### config.mk
export PLATFORM = sky130hd
export DESIGN_NAME = debounce_multi
export DESIGN_NICKNAME = d
export VERILOG_FILES = /design/src/rtl/debounce_pkg.sv /design/src/rtl/debounce_channel.sv /design/src/rtl/debounce_multi.sv
export SDC_FILE = /design/constraint.sdc
export NUM_CORES = 1
export LEC_CHECK = 0
export ABC_CLOCK_PERIOD_IN_PS = 1700
export CORE_UTILIZATION = 55
export CTS_CLUSTER_SIZE = 20
export DETAILED_ROUTE_END_ITERATION = 8
export GPL_ROUTABILITY_DRIVEN = 1
export HOLD_SLACK_MARGIN = 0.12
export PLACE_DENSITY_LB_ADDON = 0.25
export SLEW_MARGIN = 0
export SYNTH_ARGS = -nofsm -noshare
export SYNTH_HDL_FRONTEND = slang
export SYNTH_HIERARCHICAL = 1
export SYNTH_SLANG_ARGS = --single-unit
### constraint.sdc
create_clock -name debounceClk -period 1.7 [get_ports debounceClk]
set_input_delay 0.425 -clock debounceClk [delete_from_list [all_inputs] [get_ports debounceClk]]
set_output_delay 0.425 -clock debounceClk [all_outputs]
set_load 0.1 [all_outputs]
### src/rtl/debounce_pkg.sv
// Shared constants and helpers for the multi-channel button debouncer.
//
// Contents:
//   Def*       default values for the debounce_multi / debounce_channel parameters
//   cnt_width  number of bits needed to hold a counter value (never less than 1)
//   max_u      larger of two unsigned values, used to size the repeat counter
package debounce_pkg;

   localparam int unsigned DefNCh         = 4;
   localparam int unsigned DefSyncStages  = 2;
   localparam int unsigned DefStableCnt   = 8;
   localparam int unsigned DefRepeatDelay = 20;
   localparam int unsigned DefRepeatRate  = 5;

   // Bits needed to represent max_val; a counter that only ever holds 0 still needs one bit.
   // cnt_width(n - 1) equals clog2(n) for n >= 2, which is how the stability counter is sized.
   function automatic int unsigned cnt_width(input int unsigned max_val);
      int unsigned w;
      w = $clog2(max_val + 1);
      return (w == 0) ? 1 : w;
   endfunction

   function automatic int unsigned max_u(input int unsigned a, input int unsigned b);
      return (a > b) ? a : b;
   endfunction

endpackage

### src/rtl/debounce_channel.sv
// One debounced button channel: synchroniser, stability counter, edge pulses and auto-repeat.
//
// Ports:
//   clk            rising-edge clock
//   rst_n          asynchronous active-low reset, clears all state and outputs
//   button         raw asynchronous button input
//   repeat_en      auto-repeat enable, sampled every cycle
//   level          debounced button level
//   press_pulse    high for the first cycle level reads 1
//   release_pulse  high for the first cycle level reads 0
//   repeat_pulse   one-cycle auto-repeat strobe while the button is held
module debounce_channel
   import debounce_pkg::*;
#(
   parameter int unsigned SYNC_STAGES  = DefSyncStages,
   parameter int unsigned STABLE_CNT   = DefStableCnt,
   parameter int unsigned REPEAT_DELAY = DefRepeatDelay,
   parameter int unsigned REPEAT_RATE  = DefRepeatRate
) (
   input  logic clk,
   input  logic rst_n,
   input  logic button,
   input  logic repeat_en,
   output logic level,
   output logic press_pulse,
   output logic release_pulse,
   output logic repeat_pulse
);

   localparam int unsigned StableW = cnt_width(STABLE_CNT - 1);
   localparam int unsigned RepeatW = cnt_width(max_u(REPEAT_DELAY, REPEAT_RATE));

   localparam logic [StableW-1:0] StableLast   = StableW'(STABLE_CNT - 1);
   localparam logic [StableW-1:0] StableOne    = StableW'(1);
   localparam logic [RepeatW-1:0] RepeatLoad   = RepeatW'(REPEAT_DELAY);
   localparam logic [RepeatW-1:0] RepeatReload = RepeatW'(REPEAT_RATE);
   localparam logic [RepeatW-1:0] RepeatOne    = RepeatW'(1);
   localparam bit                 RepeatOn     = (REPEAT_DELAY != 0);

   logic [SYNC_STAGES-1:0] sync_q, sync_d;
   logic                   sample;

   logic [StableW-1:0]     stable_q, stable_d;
   logic                   level_q, level_d;
   logic                   press_q, press_d;
   logic                   release_q, release_d;

   logic [RepeatW-1:0]     rep_cnt_q, rep_cnt_d;
   logic                   rep_q, rep_d;

   // Synchroniser: bit 0 takes the raw input, the top bit is the sample seen by the counter.
   always_comb begin
      sync_d = {sync_q[SYNC_STAGES-2:0], button};
   end

   assign sample = sync_q[SYNC_STAGES-1];

   // Stability counter: any sample matching the level restarts the count, so a glitch
   // shorter than STABLE_CNT samples never reaches the level.
   always_comb begin
      stable_d = '0;
      level_d  = level_q;
      if (sample != level_q) begin
         if (stable_q == StableLast) begin
            level_d = sample;
         end else begin
            stable_d = stable_q + StableOne;
         end
      end
   end

   // Pulses are registered alongside the level so they line up with its first new cycle.
   always_comb begin
      press_d   = level_d & ~level_q;
      release_d = ~level_d & level_q;
   end

   // Auto-repeat down-counter. Loaded with the delay on the press edge, reloaded with the
   // rate on every strobe, frozen while repeat_en is low, cleared whenever not held.
   always_comb begin
      rep_cnt_d = rep_cnt_q;
      rep_d     = 1'b0;
      if (!RepeatOn || !level_d) begin
         rep_cnt_d = '0;
      end else if (!level_q) begin
         rep_cnt_d = RepeatLoad;
      end else if (repeat_en) begin
         if (rep_cnt_q == RepeatOne) begin
            rep_d     = 1'b1;
            rep_cnt_d = RepeatReload;
         end else begin
            rep_cnt_d = rep_cnt_q - RepeatOne;
         end
      end
   end

   always_ff @(posedge clk or negedge rst_n) begin
      if (!rst_n) begin
         sync_q    <= '0;
         stable_q  <= '0;
         level_q   <= 1'b0;
         press_q   <= 1'b0;
         release_q <= 1'b0;
         rep_cnt_q <= '0;
         rep_q     <= 1'b0;
      end else begin
         sync_q    <= sync_d;
         stable_q  <= stable_d;
         level_q   <= level_d;
         press_q   <= press_d;
         release_q <= release_d;
         rep_cnt_q <= rep_cnt_d;
         rep_q     <= rep_d;
      end
   end

   assign level         = level_q;
   assign press_pulse   = press_q;
   assign release_pulse = release_q;
   assign repeat_pulse  = rep_q;

endmodule

### src/rtl/debounce_multi.sv
// Multi-channel button debouncer with press/release pulses and auto-repeat.
// Each channel is an independent debounce_channel; this level holds no state of its own.
//
// Ports:
//   debounceClk     single rising-edge clock
//   rstN            asynchronous active-low reset
//   button          raw asynchronous button inputs, bit i is channel i
//   repeatEn        global auto-repeat enable, sampled every cycle
//   debounceButton  debounced level per channel
//   pressPulse      one-cycle pulse on each debounced rising level
//   releasePulse    one-cycle pulse on each debounced falling level
//   repeatPulse     one-cycle auto-repeat pulse while a channel is held
module debounce_multi
   import debounce_pkg::*;
#(
   parameter int unsigned N_CH         = DefNCh,
   parameter int unsigned SYNC_STAGES  = DefSyncStages,
   parameter int unsigned STABLE_CNT   = DefStableCnt,
   parameter int unsigned REPEAT_DELAY = DefRepeatDelay,
   parameter int unsigned REPEAT_RATE  = DefRepeatRate
) (
   input  logic            debounceClk,
   input  logic            rstN,
   input  logic [N_CH-1:0] button,
   input  logic            repeatEn,
   output logic [N_CH-1:0] debounceButton,
   output logic [N_CH-1:0] pressPulse,
   output logic [N_CH-1:0] releasePulse,
   output logic [N_CH-1:0] repeatPulse
);

   for (genvar i = 0; i < N_CH; i++) begin : g_ch
      debounce_channel #(
         .SYNC_STAGES  (SYNC_STAGES),
         .STABLE_CNT   (STABLE_CNT),
         .REPEAT_DELAY (REPEAT_DELAY),
         .REPEAT_RATE  (REPEAT_RATE)
      ) u_channel (
         .clk           (debounceClk),
         .rst_n         (rstN),
         .button        (button[i]),
         .repeat_en     (repeatEn),
         .level         (debounceButton[i]),
         .press_pulse   (pressPulse[i]),
         .release_pulse (releasePulse[i]),
         .repeat_pulse  (repeatPulse[i])
      );
   end

endmodule

==> impl_metrics.tcl, run 1 <==
set metrics [dict create \
    status "finished, final reports clean" \
    synth_compound_area_share_pct 11.6 \
    arrival_ns 1.83 \
    die_x_um 69.5 \
    first_pass_iters 4 \
    track_usage_pct 18.9 \
    cts_sinks 56 \
    synthMuxAreaShare_pct 0 \
    synth.area.top_cells "dfrtp_1 (56%), ha_1 (8.0%), nand2_1 (3.6%), nor2_1 (3.6%), nor3_1 (2.4%)" \
    setup_viol_count_final 0 \
    rr_endpoint "g_ch[2].u_channel/rep_cnt_q[4]" \
    route.vias.total 1732 \
    clockPowerShare_pct 15.9 \
    max_clock_freq_mhz 628 \
    drv_cap 0 \
    hold_viol_final 0 \
    start_util_pct 57.5 \
    diodes 0 \
    avgSynthCellArea_um2 11.0 \
    yosys.area_share.simple_pct 18.8 \
    grt_pass1_wl_um 7220 \
    worst-path-max-fanout 8 \
    synth_top_area_share_pct 56.0 \
    period_minus_slack_ns 1.59 \
    drv_slew 0 \
    ys_types 25 \
    synth_top_area_cell "dfrtp_1" \
    pwr-share-seq_pct 44.0 \
    placeableCoreArea_mm2 0.00435 \
    slew_headroom_pct 75.7 \
    hold_path_depth 0 \
    leakagePower_uw 0.00145 \
    post_dp_cell_area_mm2 0.00298 \
    syn_to_final_growth_pct 23.0 \
    first_iter_violations 100 \
    ant_nets 0 \
    power_uw 4500 \
    worst_pin_slew_ns 0.365 \
    ys_warn_count 6 \
    crit_path_start_kind "input port" \
    row_count 24 \
    cts-htree-levels 2 \
    fin_util_pct 70.7 \
    worst_hold_path_type "reg -> reg" \
    power.internal_uw 2740 \
    synthCells 228 \
    peakVddDrop_mv 0.819 \
    hold_start "g_ch[1].u_channel/sync_q[0]" \
    stdcell_area_mm2 0.00308 \
    wl_per_cell_um 12.8 \
    antenna_found_initial 0 \
    drc_errors 0 \
    portBuffers 22 \
    cp_top_family "simple AND/OR/NAND/NOR gates" \
    grt_pass1_vias 1621 \
    worstPathRequired_ns 1.93 \
    synth_nets 251 \
    io_pins 23 \
    drt-total-wl_um 4030 \
    cts_tree "built" \
    netlist_area_mm2 0.00250 \
    die-area_mm2 0.00482 \
    clockRootBuffer "clkbuf_8" \
    hold_end "g_ch[1].u_channel/sync_q[1]" \
    post_cts_buffers 0 \
    power_switching_uw 1770 \
    gp_congestion 0.828 \
    vias_per_cell 5.48 \
    rsz0062_at_grt "no" \
    worstSetupPathType "in -> reg" \
    nets 286 \
    ys_ff_latch 56 \
    critical_path.max_stage_delay_ns 0.46 \
    die_y_um 69.5 \
    rr_worst_depth 6 \
    drive_gt1_share_pct 16.7 \
    p_sw_share_pct 39.3 \
    r2r_start "g_ch[2].u_channel/stable_q[0]" \
    skew_ns 0.00312 \
    synth_fa_ha_area_share_pct 8.00 \
    path_clk_slew_ns 0.09 \
    cp_num_buf_inv 2 \
    cts_buffer_depth 2 \
    path_cells "clkdlybuf4s50_1, buf_4, or4b_1, nor2_1, nand2_1, a21oi_2" \
    overflow 0 \
    combPwrFrac_pct 40.0 \
    period_share_pct 93.7 \
    cp_slowest_cell "clkdlybuf4s50_1" \
    grt_start_max_net_pins 57 \
    cp-end-kind "flip-flop" \
    ys_seq_area_share_pct 56.0 \
    clk_latency_ns 0.30 \
    numCtsBuffers 5 \
    place_hpwl_um 2830 \
    rrSetupSlack_ns 0.16 \
    cts_resized 0 \
    pwr_density_cell_mw_per_mm2 1460 \
    synth_xor_area_share_pct 1.40 \
    synth_top_family_by_area "simple AND/OR/NAND/NOR gates" \
]
state kept, by name, indices dropped and copies added (netlist names):
name,count
g_ch.u_channel/repeat_pulse,4
g_ch.u_channel/rep_cnt_q,20
g_ch.u_channel/stable_q,12
g_ch.u_channel/level,4
g_ch.u_channel/release_pulse,4
g_ch.u_channel/sync_q,8
g_ch.u_channel/press_pulse,4
metrics by stage:
stage | setup TNS (ns) | instances | hold slack (ns) | worst slack, ns
6_report | 0 | 316 | 0.355 | 0.108
5_1_grt | 0 | 316 | 0.369 | 0.0147
4_1_cts | 0 | 315 | 0.121 | 0.142
3_5_place_dp | -1.08 | 307 | 0.339 | -0.187
3_3_place_gp | -0.854 | 307 | 0.333 | -0.134
2_1_floorplan | 0 | 228 | 0.129 | 0.0103
logic make-up (layout without fill, tap and decap cells):
family,after synthesis,after routing
flip-flops,56,56
adder cells (fa/ha/maj),16,16
AND/OR/NAND/NOR,92,92
buffers and inverters,20,56
AO/OA/AOI/OAI,40,40
XOR/XNOR,4,4
worst max-delay path by stage:
stage                             from  depth (start not counted)  slack, ns                        endpoint
6_report                      repeatEn                          6       0.11  g_ch[2].u_channel/rep_cnt_q[3]
5_1_grt                       repeatEn                          6       0.01  g_ch[2].u_channel/rep_cnt_q[3]
4_1_cts                       repeatEn                          6       0.14  g_ch[0].u_channel/rep_cnt_q[3]
3_5_place_dp                  repeatEn                          6      -0.19  g_ch[0].u_channel/rep_cnt_q[3]
3_3_place_gp                  repeatEn                          6      -0.13  g_ch[3].u_channel/rep_cnt_q[3]
2_1_floorplan  g_ch[0].u_channel/level                          5       0.01  g_ch[0].u_channel/rep_cnt_q[4]
power by group through the flow:
stage	clock network [uW]	logic (uW)	registers, uW
floorplan	0	1180	2170
CTS	752	1810	1980
global route	807	2010	2040
global placement	0	1740	1990
finish	718	1800	1980
detailed placement	0	1800	2010
Yosys cell counts:
cell type	count
dfrtp_1	56
nand2_1	24
nor2_1	24
ha_1	16
inv_1	16
nor3_1	12
a31oi_1	8
a211oi_1	4
a21o_1	4
a21oi_2	4
a32o_1	4
and2_1	4
buf_6	4
nand2_2	4
nand2b_2	4
nand3_1	4
nand3b_1	4
nor2b_1	4
nor3b_1	4
o211ai_1	4
o21ai_0	4
o21ai_1	4
o2bb2ai_1	4
or4b_1	4
xnor2_1	4
layer usage:
metal / wire length (um) / global-route usage, % / vias to the layer above / share of wire [%]
met2: 1900 / 28.7 / 37 / 47
met1: 1920 / 25.8 / 832 / 48
met5: 0 / 0 / - / 0
met3: 162 / 4.07 / 6 / 4.0
li1: - / - / 857 / -
met4: 52 / 9.75 / 0 / 1.3
what timing repair did:
action,4_1_cts,5_1_grt
hold endpoints to repair,0,6
hold buffers,0,1
setup endpoints to repair,0,0
placed cells by master (no fill, tap or decap), drive strengths merged:
cell type / instances
xnor2: 4
a32o: 4
inv: 16
nor3b: 4
a21o: 4
nand3: 4
nor2: 24
a211oi: 4
and2: 4
buf: 26
clkdlybuf4s50: 5
o21ai: 8
nand2: 28
or4b: 4
ha: 16
nand2b: 4
clkbuf: 8
a21oi: 4
o211ai: 4
dfrtp: 56
o2bb2ai: 4
nor3: 12
a31oi: 8
nand3b: 4
dlygate4sd3: 1
nor2b: 4
final cells by class:
cell class,count,area (um2)
tap,52,65.1
timing repair buffer,32,465
multi-input combinational,152,996
sequential,56,1400
fill,300,1280
clock buffer,8,90.1
inverter,16,60.1
Power figures use the tool's default switching activity.
==> run 2, diff against run 1 <==
--- a/config.mk
+++ b/config.mk
@@ -8,2 +8,3 @@
 export ABC_CLOCK_PERIOD_IN_PS = 1700
+export CORE_MARGIN = 2
 export CORE_UTILIZATION = 55
==> constraint.sdc (replaced) <==
create_clock -name debounceClk -period 1.7 [get_ports debounceClk]
set_input_delay 0.17 -clock debounceClk [delete_from_list [all_inputs] [get_ports debounceClk]]
set_output_delay 0.17 -clock debounceClk [all_outputs]
set_load 0.1 [all_outputs]
==> impl_metrics.tcl, run 2 (same netlist as run 1, synthesis figures left out) <==
set metrics [dict create \
    status "finished, final reports clean" \
    rr_worst_depth 6 \
    first_pass_iters 4 \
    ant_nets 0 \
    fill_cells 308 \
    max_clock_freq_mhz 649 \
    cts_tree "built" \
    leakagePower_uw 0.00142 \
    cts-htree-levels 2 \
    critical_path.max_stage_delay_ns 0.40 \
    tns_ns 0 \
    nets 281 \
    start_util_pct 57.5 \
    power.internal_uw 2900 \
    cts_buffer_depth 2 \
    period_share_pct 90.7 \
    io_pins 23 \
    peakVddDrop_mv 0.677 \
    pwr-share-seq_pct 42.3 \
    rsz0062_at_grt "no" \
    numCtsBuffers 5 \
    worst_hold_path_type "in -> reg" \
    syn_to_final_growth_pct 17.0 \
    drive_gt1_share_pct 15.8 \
    track_usage_pct 18.1 \
    cp_common_cell "ha_1" \
    overflow 0 \
    worst-path-max-fanout 5 \
    antenna_found_initial 0 \
    first_iter_violations 79 \
    drv_slew 0 \
    place_hpwl_um 2940 \
    cp-startpoint "g_ch[0].u_channel/stable_q[0]" \
    regMostFlops "g_ch.u_channel/rep_cnt_q" \
    portBuffers 22 \
    mostFrequentLayoutCell "dfrtp_1" \
    diodes 0 \
    cp_slowest_cell "dfrtp_1" \
    largest_reg_flops 20 \
    die-area_mm2 0.00511 \
    wl_per_cell_um 12.9 \
    rrSetupSlack_ns 0.16 \
    cp_num_cells 6 \
    hold_viol_final 0 \
    fin_util_pct 67.2 \
    row_count 24 \
    worst_pin_slew_ns 0.540 \
    worstPathRequired_ns 1.93 \
    drc_errors 0 \
    drt-total-wl_um 4000 \
    slew_headroom_pct 64.0 \
    worstSetupPathType "reg -> reg" \
    combPwrFrac_pct 38.0 \
    clockRootBuffer "clkbuf_8" \
    power_switching_uw 1780 \
    setup_viol_count_final 0 \
    cts_resized 0 \
    cp_num_buf_inv 0 \
    placeableCoreArea_mm2 0.00435 \
    crit_end "g_ch[0].u_channel/rep_cnt_q[2]" \
    cp_top_family "adder cells" \
    die_x_um 71.5 \
    drv_cap 0 \
    grt_pass1_vias 1686 \
    top_regs "g_ch.u_channel/rep_cnt_q: 20 flops, g_ch.u_channel/stable_q: 12 flops, g_ch.u_channel/sync_q: 8 flops" \
    die_y_um 71.5 \
    clk_latency_ns 0.30 \
    path_cells "ha_1, ha_1, nand2b_2, nand3_1, a21o_1, a31oi_1" \
    final_cell_mix "dfrtp_1 (56), nand2_1 (24), nor2_1 (24)" \
    vias_per_cell 5.48 \
    grt_start_max_net_pins 24 \
    p_sw_share_pct 37.9 \
    skew_ns 0.00677 \
    arrival_ns 1.77 \
    grt_pass1_wl_um 7290 \
    r2r_start "g_ch[0].u_channel/stable_q[0]" \
    clockPowerShare_pct 19.7 \
    cts_sinks 56 \
    rr_endpoint "g_ch[0].u_channel/rep_cnt_q[2]" \
    period_minus_slack_ns 1.54 \
    cp-end-kind "flip-flop" \
    path_clk_slew_ns 0.09 \
    crit_path_start_kind "flip-flop" \
    pwr_density_cell_mw_per_mm2 1600 \
    route.vias.total 1703 \
    gp_congestion 0.823 \
]
==> run 2: changes by cell type in the layout (fill, tap and decap cells not counted), sizes merged <==
cell,change
buf,-5
bufinv,+1
clkbuf,-1
==> run 2: area by class of cell <==
type | count | area [um2] | share of cell area (%)
clock buffer | 7 | 96.3 | 3.29
clock inverter | 1 | 30.0 | 1.03
inverter | 16 | 60.1 | 2.05
multi-input combinational | 152 | 996 | 34.0
sequential | 56 | 1400 | 47.9
tap | 52 | 65.1 | 2.22
timing repair buffer | 27 | 278 | 9.49
==> run 2: how the worst min path moves through the flow <==
stage / from / end / slack [ns] / cells past startpoint
after global placement: rstN / g_ch[2].u_channel/release_pulse / 0.18 / 1
after floorplan: rstN / g_ch[0].u_channel/level / -0.13 / 0
after global routing: button[0] / g_ch[0].u_channel/sync_q[0] / 0.29 / 1
after CTS: button[1] / g_ch[1].u_channel/sync_q[0] / 0.28 / 1
after detailed placement: rstN / g_ch[2].u_channel/release_pulse / 0.18 / 1
final: button[1] / g_ch[1].u_channel/sync_q[0] / 0.30 / 1
==> run 2: stage by stage <==
stage | instance area (um2) | total power (uW) | worst slack (ns) | cells | hold slack [ns]
CTS | 2930 | 4720 | 0.161 | 311 | 0.283
global placement | 2790 | 3710 | 0.0468 | 302 | 0.182
finish | 2930 | 4680 | 0.159 | 311 | 0.295
floorplan | 2500 | 3350 | 0.0103 | 228 | -0.126
global route | 2930 | 5030 | 0.0312 | 311 | 0.286
detailed placement | 2790 | 3780 | 0.000761 | 302 | 0.182
==> run 2: per-layer routing <==
layer	GRT usage, %	wire length, um
met1	23.1	1850
met2	30.0	1940
met3	4.64	164
met4	6.50	50
met5	0	0
==> run 2: repair_timing <==
action,CTS,global route
endpoints found under the hold margin,21,0
setup buffers,0,0
hold buffers,1,0
==> run 2: power by group through the flow <==
stage	combinational (uW)	sequential (uW)	clock (uW)
CTS	1790	1980	952
finish	1780	1980	922
global route	1990	2040	1000
floorplan	1180	2170	0
detailed placement	1780	2000	0
global placement	1720	2000	0
